**src/rtl/bike_bgf_iter_ctrl_pkg.sv**
```systemverilog
// Shared types and constants for the BIKE BGF decoder sequencing logic.
package bike_dec_pkg;

  typedef enum logic [3:0] {
    S_IDLE,
    S_SW_REQ,
    S_SW_WAIT,
    S_CHECK,
    S_TH_REQ,
    S_TH_WAIT,
    S_COLS,
    S_NEXT,
    S_FIN
  } state_t;

  localparam int unsigned MODE_W = 2;

  localparam logic [MODE_W-1:0] MODE_BFITER = 2'd0;
  localparam logic [MODE_W-1:0] MODE_BLACK  = 2'd1;
  localparam logic [MODE_W-1:0] MODE_GRAY   = 2'd2;

  localparam int unsigned DEF_NB_ITER  = 5;
  localparam int unsigned DEF_NUM_COLS = 48;
  localparam int unsigned DEF_COL_W    = 6;
  localparam int unsigned DEF_ITER_W   = 3;

endpackage

```
**src/rtl/bike_bgf_iter_ctrl_sat_counter.sv**
```systemverilog
// Enable-driven increment counter that stops at MAX_VALUE instead of wrapping.
module bike_sat_counter #(
  parameter int unsigned SIZE      = 3,
  parameter int unsigned MAX_VALUE = 5
) (
  input  logic            clk,
  input  logic            resetn,
  input  logic            clear,
  input  logic            enable,
  output logic [SIZE-1:0] cnt_out
);

  always_ff @(posedge clk) begin
    if (!resetn) begin
      cnt_out <= '0;
    end else if (clear) begin
      cnt_out <= '0;
    end else if (enable && (cnt_out != SIZE'(MAX_VALUE))) begin
      cnt_out <= cnt_out + SIZE'(1);
    end
  end

endmodule

```
**src/rtl/bike_bgf_iter_ctrl.sv**
```systemverilog
// BGF decoder sequencer: syndrome weight -> threshold -> column sweep, per pass,
// with BLACK/GRAY mask passes only in iteration 0.
module bike_bgf_iter_ctrl
  import bike_dec_pkg::*;
#(
  parameter int unsigned NB_ITER  = DEF_NB_ITER,
  parameter int unsigned NUM_COLS = DEF_NUM_COLS,
  parameter int unsigned COL_W    = DEF_COL_W,
  parameter int unsigned ITER_W   = DEF_ITER_W
) (
  input  logic              clk,
  input  logic              resetn,
  input  logic              start,
  output logic              busy,
  output logic              done,
  output logic              success,
  output logic              sw_start,
  input  logic              sw_done,
  input  logic              sw_zero,
  output logic              th_start,
  input  logic              th_done,
  output logic              col_valid,
  input  logic              col_ready,
  output logic [COL_W-1:0]  col_addr,
  output logic [MODE_W-1:0] mode,
  output logic [ITER_W-1:0] iter_out
);

  state_t state;
  logic   zero_q;
  logic   iter_clr;
  logic   iter_inc;
  logic   iter_first;

  assign iter_first = (iter_out == '0);
  assign iter_clr   = (state == S_IDLE) && start;
  // Iteration 0 walks BFITER -> BLACK -> GRAY before the counter advances.
  assign iter_inc   = (state == S_NEXT) &&
                      !(iter_first && ((mode == MODE_BFITER) || (mode == MODE_BLACK)));

  bike_sat_counter #(
    .SIZE      (ITER_W),
    .MAX_VALUE (NB_ITER)
  ) u_iter_cnt (
    .clk     (clk),
    .resetn  (resetn),
    .clear   (iter_clr),
    .enable  (iter_inc),
    .cnt_out (iter_out)
  );

  always_ff @(posedge clk) begin
    if (!resetn) begin
      state     <= S_IDLE;
      busy      <= 1'b0;
      done      <= 1'b0;
      success   <= 1'b0;
      sw_start  <= 1'b0;
      th_start  <= 1'b0;
      col_valid <= 1'b0;
      col_addr  <= '0;
      mode      <= MODE_BFITER;
      zero_q    <= 1'b0;
    end else begin
      sw_start <= 1'b0;
      th_start <= 1'b0;
      done     <= 1'b0;
      case (state)
        S_IDLE: begin
          if (start) begin
            state    <= S_SW_REQ;
            busy     <= 1'b1;
            success  <= 1'b0;
            col_addr <= '0;
            mode     <= MODE_BFITER;
            sw_start <= 1'b1;
          end
        end
        S_SW_REQ: state <= S_SW_WAIT;
        S_SW_WAIT: begin
          if (sw_done) begin
            zero_q <= sw_zero;
            state  <= S_CHECK;
          end
        end
        S_CHECK: begin
          if (zero_q) begin
            success <= 1'b1;
            done    <= 1'b1;
            state   <= S_FIN;
          end else if (iter_out == ITER_W'(NB_ITER)) begin
            success <= 1'b0;
            done    <= 1'b1;
            state   <= S_FIN;
          end else if (mode == MODE_BFITER) begin
            th_start <= 1'b1;
            state    <= S_TH_REQ;
          end else begin
            // Mask passes use a fixed threshold, so skip the threshold unit.
            col_valid <= 1'b1;
            state     <= S_COLS;
          end
        end
        S_TH_REQ: state <= S_TH_WAIT;
        S_TH_WAIT: begin
          if (th_done) begin
            col_valid <= 1'b1;
            state     <= S_COLS;
          end
        end
        S_COLS: begin
          if (col_ready) begin
            if (col_addr == COL_W'(NUM_COLS - 1)) begin
              col_addr  <= '0;
              col_valid <= 1'b0;
              state     <= S_NEXT;
            end else begin
              col_addr <= col_addr + COL_W'(1);
            end
          end
        end
        S_NEXT: begin
          if (iter_first && (mode == MODE_BFITER)) begin
            mode <= MODE_BLACK;
          end else if (iter_first && (mode == MODE_BLACK)) begin
            mode <= MODE_GRAY;
          end else begin
            mode <= MODE_BFITER;
          end
          sw_start <= 1'b1;
          state    <= S_SW_REQ;
        end
        S_FIN: begin
          busy  <= 1'b0;
          state <= S_IDLE;
        end
        default: state <= S_IDLE;
      endcase
    end
  end

endmodule

```
**config.mk**
```make
export PLATFORM = sky130hd
export DESIGN_NAME = bike_bgf_iter_ctrl
export DESIGN_NICKNAME = d
export VERILOG_FILES = /design/src/rtl/bike_bgf_iter_ctrl_pkg.sv /design/src/rtl/bike_bgf_iter_ctrl_sat_counter.sv /design/src/rtl/bike_bgf_iter_ctrl.sv
export SDC_FILE = /design/constraint.sdc
export NUM_CORES = 1
export LEC_CHECK = 0
export ABC_AREA = 1
export CAP_MARGIN = 40
export CORE_UTILIZATION = 52
export CTS_BUF_LIST = sky130_fd_sc_hd__clkbuf_8
export DETAILED_ROUTE_END_ITERATION = 10
export MAX_ROUTING_LAYER = met4
export PLACE_DENSITY = 0.79
export SETUP_SLACK_MARGIN = 0.02
export SLEW_MARGIN = 0
export SYNTH_ARGS = -nofsm -noshare
export SYNTH_HDL_FRONTEND = slang
export SYNTH_SLANG_ARGS = --single-unit
```
**constraint.sdc**
```tcl
create_clock -name clk -period 1.6 [get_ports clk]
set_clock_uncertainty 0.1 [all_clocks]
set_input_delay 0.4 -clock clk [delete_from_list [all_inputs] [get_ports clk]]
set_output_delay 0.4 -clock clk [all_outputs]
set_load 0.02 [all_outputs]
```
Word level (Yosys, flattened, before mapping)

Index checks and enable logic that the tools add are counted.

Add/subtract/negate cells: 2
Multiply operators: 0
Div/mod/pow operators: 0
Order comparisons: 0
Equal/unequal tests: 21
Shift operators: 0
Muxes and demuxes: 35
Bitwise operators: 2
Reductions and logical operators: 26

Operator list:

| operator                                                              | count |
|---|---|
| 4-bit case mux with 8 select lines                                    | 1 |
| 4-bit 2-to-1 mux                                                      | 7 |
| 6-bit 2-to-1 mux                                                      | 3 |
| 4-bit by 3-bit equality test with 1-bit output, second input constant | 4 |
| 2-bit inequality test, second input constant                          | 8 |
| 1-bit 2-to-1 mux                                                      | 14 |
| 6-bit case mux with 2 select lines                                    | 1 |
| 4-bit by 2-bit equality test with 1-bit output, second input constant | 2 |
| 2-bit 2-to-1 mux                                                      | 4 |
| 2-bit AND reduction                                                   | 4 |
| 2-bit nonzero test                                                    | 4 |
| 7-bit AND reduction                                                   | 1 |
| 6-bit by 1-bit adder with 6-bit output, second input constant         | 1 |
| 6-bit equality test, second input constant                            | 1 |
| 1-bit logical AND                                                     | 6 |
| 3-bit inequality test, second input constant                          | 2 |
| 1-bit case mux with 2 select lines                                    | 3 |
| 3-bit AND reduction                                                   | 2 |
| 5-bit AND reduction                                                   | 1 |
| 4-bit by 1-bit equality test with 1-bit output, second input constant | 1 |
| 4-bit equality test, second input constant                            | 1 |
| 4-bit zero test                                                       | 1 |
| 2-bit case mux with 2 select lines                                    | 1 |
| 4-bit OR reduction                                                    | 1 |
| 11 further kinds                                                      | 12 |

Register bits after elaboration: 22
Latch bits: 0
Memory bits (writable): 0
Memory bits (read-only): 0
Input port bits: 7
Memories: 0

Depth between registers and ports, before layout

Gate-level depths: netlist of the first run.

Word-level depth: 6
Depth in mapped cells: 11
Gate-level depth less buffers: 11

Cells and area by module

Synthesis of the first run repeated with hierarchy kept, for this count alone.

Cell total of the unflattened synthesis: 187
Area, all modules: 1237.4 µm²

Modules (own cells, without submodules):

| module             | instances | cells an instance | area an instance (µm²) | sequential area each (µm²) |
|---|---|---|---|---|
| bike_bgf_iter_ctrl | 1         | 162               | 1072.3                 | 380.4 |
| bike_sat_counter   | 1         | 25                | 165.2                  | 60.1 |

Worst setup path after synthesis of the first run

No wires, ideal clock.

Kind: reg2reg
Start point: register u_iter_cnt.cnt_out[1]
End point: register col_valid
Setup time: 113 ps
Data arrival time: 1388 ps
Required time: 1387 ps
Path slack: -1 ps
Stages on the path, launching flop included: 11
Path buffers: 0
Period minus slack after synthesis: 1601 ps
Cells stage by stage: dfxtp_1 > inv_1 > ha_1 > nand2_1 > nand2_1 > o21ai_0 > nand2_1 > nor2_1 > nand2_1 > nand2_1 > nor2_1

Longest elaborated chain between the ends: 3

RTL lines:

| item                            | line                                 | RTL |
|---|---|---|
| start, declared                 | bike_bgf_iter_ctrl_sat_counter.sv:10 | `output logic [SIZE-1:0] cnt_out` |
| start signal, assigned          | bike_bgf_iter_ctrl_sat_counter.sv:19 | `cnt_out <= cnt_out + SIZE'(1);` |
| 3-bit equality test             | bike_bgf_iter_ctrl.sv:91             | `end else if (iter_out == ITER_W'(NB_ITER)) begin` |
| 2-bit inequality test (no line) | -                                    |  |
| 7-bit AND reduction (no line)   | -                                    |  |
| end signal, assigned            | bike_bgf_iter_ctrl.sv:100            | `col_valid <= 1'b1;` |
| end signal, assigned            | bike_bgf_iter_ctrl.sv:107            | `col_valid <= 1'b1;` |
| end signal, assigned            | bike_bgf_iter_ctrl.sv:115            | `col_valid <= 1'b0;` |
| end, declared                   | bike_bgf_iter_ctrl.sv:22             | `output logic col_valid,` |

No other way between the ends.
A chain may end at the register's enable or synchronous reset.

Worst setup path in the final report of the first run

Start point: register state[0]
End point: register col_addr[3]

Longest elaborated chain between the ends: 3
Elaborated cells on any way between the ends: 7
Those cells by class: 3 x eq/ne; 1 x mux; 3 x reduce/logical

RTL lines:

| item                                                                                     | line                      | RTL |
|---|---|---|
| start, declared                                                                          | bike_bgf_iter_ctrl.sv:29  | `state_t state;` |
| start signal, assigned                                                                   | bike_bgf_iter_ctrl.sv:54  | `state <= S_IDLE;` |
| start signal, assigned                                                                   | bike_bgf_iter_ctrl.sv:71  | `state <= S_SW_REQ;` |
| start signal, assigned                                                                   | bike_bgf_iter_ctrl.sv:79  | `S_SW_REQ: state <= S_SW_WAIT;` |
| 4-bit by 3-bit equality test with 1-bit output / 4-bit zero test (equally long branches) | bike_bgf_iter_ctrl.sv:68  | `case (state)` |
| 2-bit inequality test (no line) / 2-bit nonzero test (equally long branches)             | -                         |  |
| 3-bit AND reduction (no line)                                                            | -                         |  |
| end signal, assigned                                                                     | bike_bgf_iter_ctrl.sv:118 | `col_addr <= col_addr + COL_W'(1);` |
| end, declared                                                                            | bike_bgf_iter_ctrl.sv:24  | `output logic [COL_W-1:0] col_addr,` |

Several ways; a longest one is shown, not always the timed one.

==> qor.txt, run 1 <==
outcome -> complete, but fails checks
violated checks -> negative setup slack
total track usage -> 23.04%
largest net degree at the start of global routing -> 13
ant diodes -> 0
most common library cell in the layout ignoring fill and taps -> nand2_1
Remaining DRCs -> 0
Overflow after GRT -> 0
Syn Inst Count -> 168
most frequent cells in the layout -> nand2_1 (40), nor2_1 (26), inv_1 (20), dfxtp_1 (18), dlygate4sd2_1 (15)
first-pass GRT wire length -> 4250 um
Main synth FF type -> dfxtp_1
vias -> 1,216
Syn Area/Cell -> 6.681 um^2
area of the core -> 2002 um^2
vias per cell -> 5.197
routability cong. -> 0.8598
Yosys cell types -> 25
Setup crit end kind -> register
YS warnings -> 0
Max clock buf depth -> 2
number of synthesized register bits -> 22
total die area -> 2348 um^2
critical path type -> reg -> reg
post-cts hold buffer count -> 0
min cycle time layout -> 1622 ps
# IOs -> 24
required time of the critical path -> 1700 ps
Core Rows -> 16
share of layout cells above drive strength 1 -> 19.32%
hold depth -> 2
setup TNS -> -22.08 ps
end of the worst register-to-register path -> col_addr[3]$_SDFFE_PN0P_
final hold violation count -> 0
WL/cell -> 12.30 um
Fillers -> 146
Hold Crit Class -> reg -> reg
vias in the first global route -> 1,084
Root Buffer -> clkbuf_8
Post-synth EDFFs -> 0
Die Wd -> 48.46 um
Reg2Reg Depth -> 8
number of port buffers -> 23
starting density of the core -> 56.06%
clock buffer count from CTS -> 3
Synthesized Nets -> 179
nets -> 219
final worst setup slack -> -22.08 ps
Worst slew margin -> 80.71%
pre-CTS setup slack -> -70.19 ps
fmax -> 0.6165 GHz
CTS tree -> done
Layout area overhead -> 41.36%
Final Cycle Share -> 101.4%
launching point of the worst reg2reg path -> state[0]$_SDFFE_PN0P_
crit path launch type -> register
mapped cell area -> 1122 um^2
Crit path arrival time -> 1720 ps
initial antenna violation count -> 0
register area share after synthesis -> 39.24%
worst reg2reg setup slack -> -20 ps
drt first-iter violations -> 34
VDD IR max -> 0.7789 mV
CP Max Fanout -> 5
First-pass DRT Iterations -> 4
Slew Limit Fails -> 0
clock latency on the worst-skew pair -> 260 ps
dpl hpwl -> 1980 um
Clock transition at path regs -> 80 ps
Final setup viols -> 1
clk sinks -> 22
post-route ant nets -> 0
FFs w/ async S/R, synth -> 0%
H-Tree Depth -> 1
die height -> 48.46 um
worst min-delay path endpoint -> busy$_SDFFE_PN0P_
Slew @ Worst Pin -> 286.7 ps
leakage power -> 0.7795 nW
Max-cap violations -> 0
Hold Startpoint -> busy$_SDFFE_PN0P_
final wirelength -> 2879 um
PD cells -> 1098 nW/um^2
total power -> 0.001741 W
worst max-delay path, stage by stage (launching register included):
cell,delay (ps)
dfxtp_1,350
inv_1,110
nand2_1,120
nor2_4,170
nand2_2,110
buf_4,150
o21ai_0,240
nand2_1,80
nor2_1,120
sequential cells by signal, indices dropped and copies added (netlist names), 2 cells and up:
name and cells:
mode 2, u_iter_cnt.cnt_out 3, state 4, col_addr 6
stage by stage:
stage	util [%]	hold WS (ps)	instance area [um^2]	instances
after CTS	74.19	362.3	1485	229
after floorplan	-	343.4	1126	168
after global routing	79.25	405.7	1587	234
final	79.25	359.6	1587	234
after global placement	72.38	348.7	1449	225
after detailed placement	72.38	350.4	1449	225
Yosys cell counts (2+ instances only):
master / number / area (um^2)
nor3b_1: 2 / 15.01
nor2_2: 3 / 18.77
nand3_1: 6 / 30.03
ha_1: 4 / 50.05
a21oi_1: 14 / 70.07
inv_1: 20 / 75.07
dfxtp_1: 22 / 440.4
o21ai_0: 6 / 30.03
nand4_1: 2 / 12.51
nor2_1: 28 / 105.1
nand2_1: 44 / 165.2
nor3_1: 2 / 10.01
nand2_2: 3 / 18.77
worst max-delay path by stage:
| stage | start | to | depth (start not counted) |
|---|---|---|---|
| after global routing | state[0]$_SDFFE_PN0P_ | col_addr[3]$_SDFFE_PN0P_ | 8 |
| after CTS | col_addr[1]$_SDFFE_PN0P_ | state[0]$_SDFFE_PN0P_ | 10 |
| after detailed placement | start | col_addr[0]$_SDFFE_PN0P_ | 6 |
| final | state[0]$_SDFFE_PN0P_ | col_addr[3]$_SDFFE_PN0P_ | 8 |
| after global placement | start | col_addr[0]$_SDFFE_PN0P_ | 6 |
| after floorplan | u_iter_cnt.cnt_out[1]$_SDFFE_PP0P_ | col_valid$_SDFFE_PN0P_ | 10 |
final cells by class:
cell class / instances / area, um^2 / share of cell area (%)
inverter: 21 / 78.83 / 4.968
timing repair buffer: 37 / 316.6 / 19.95
multi-input combinational: 123 / 654.4 / 41.25
tap: 27 / 33.78 / 2.129
sequential: 22 / 447.9 / 28.23
clock buffer: 4 / 55.05 / 3.470
routing by layer:
metal / global-route usage (%) / vias up / share of wire (%)
met3: 3.145 / 6 / 4.3
met1: 26.48 / 564 / 44
li1: - / 607 / -
met2: 41.78 / 39 / 49
met4: 6.373 / 0 / 2.1
met5: - / - / 0
power by group:
part | leakage, nW | switching (W) | internal [W]
clock | 0.0288 | 0.000181 | 0.000219
combinational | 0.570 | 0.000433 | 0.000239
sequential | 0.181 | 0.0000573 | 0.000612
cell families after synthesis:
family	synth area share, %
simple gates	37.12
compound gates	11.37
buf+inv	7.803
flops	39.24
fa+ha+maj	4.459
repair_timing:
action,CTS,global route
resized for setup,18,18
pin swaps,0,3
endpoints found under the setup margin,19,7
hold endpoints to repair,0,0
setup buffers,0,5
No activity file was read; power rests on OpenSTA's default activity.
==> inputs of run 2 (changes only) <==
--- a/config.mk
+++ b/config.mk
@@ -10,6 +10,7 @@
 export CORE_UTILIZATION = 52
 export CTS_BUF_LIST = sky130_fd_sc_hd__clkbuf_8
 export DETAILED_ROUTE_END_ITERATION = 10
+export HOLD_SLACK_MARGIN = 0.15
 export MAX_ROUTING_LAYER = met4
 export PLACE_DENSITY = 0.79
 export SETUP_SLACK_MARGIN = 0.02
==> results of run 2 <==
The final DEF is identical to that of run 1; final timing and power are the same.
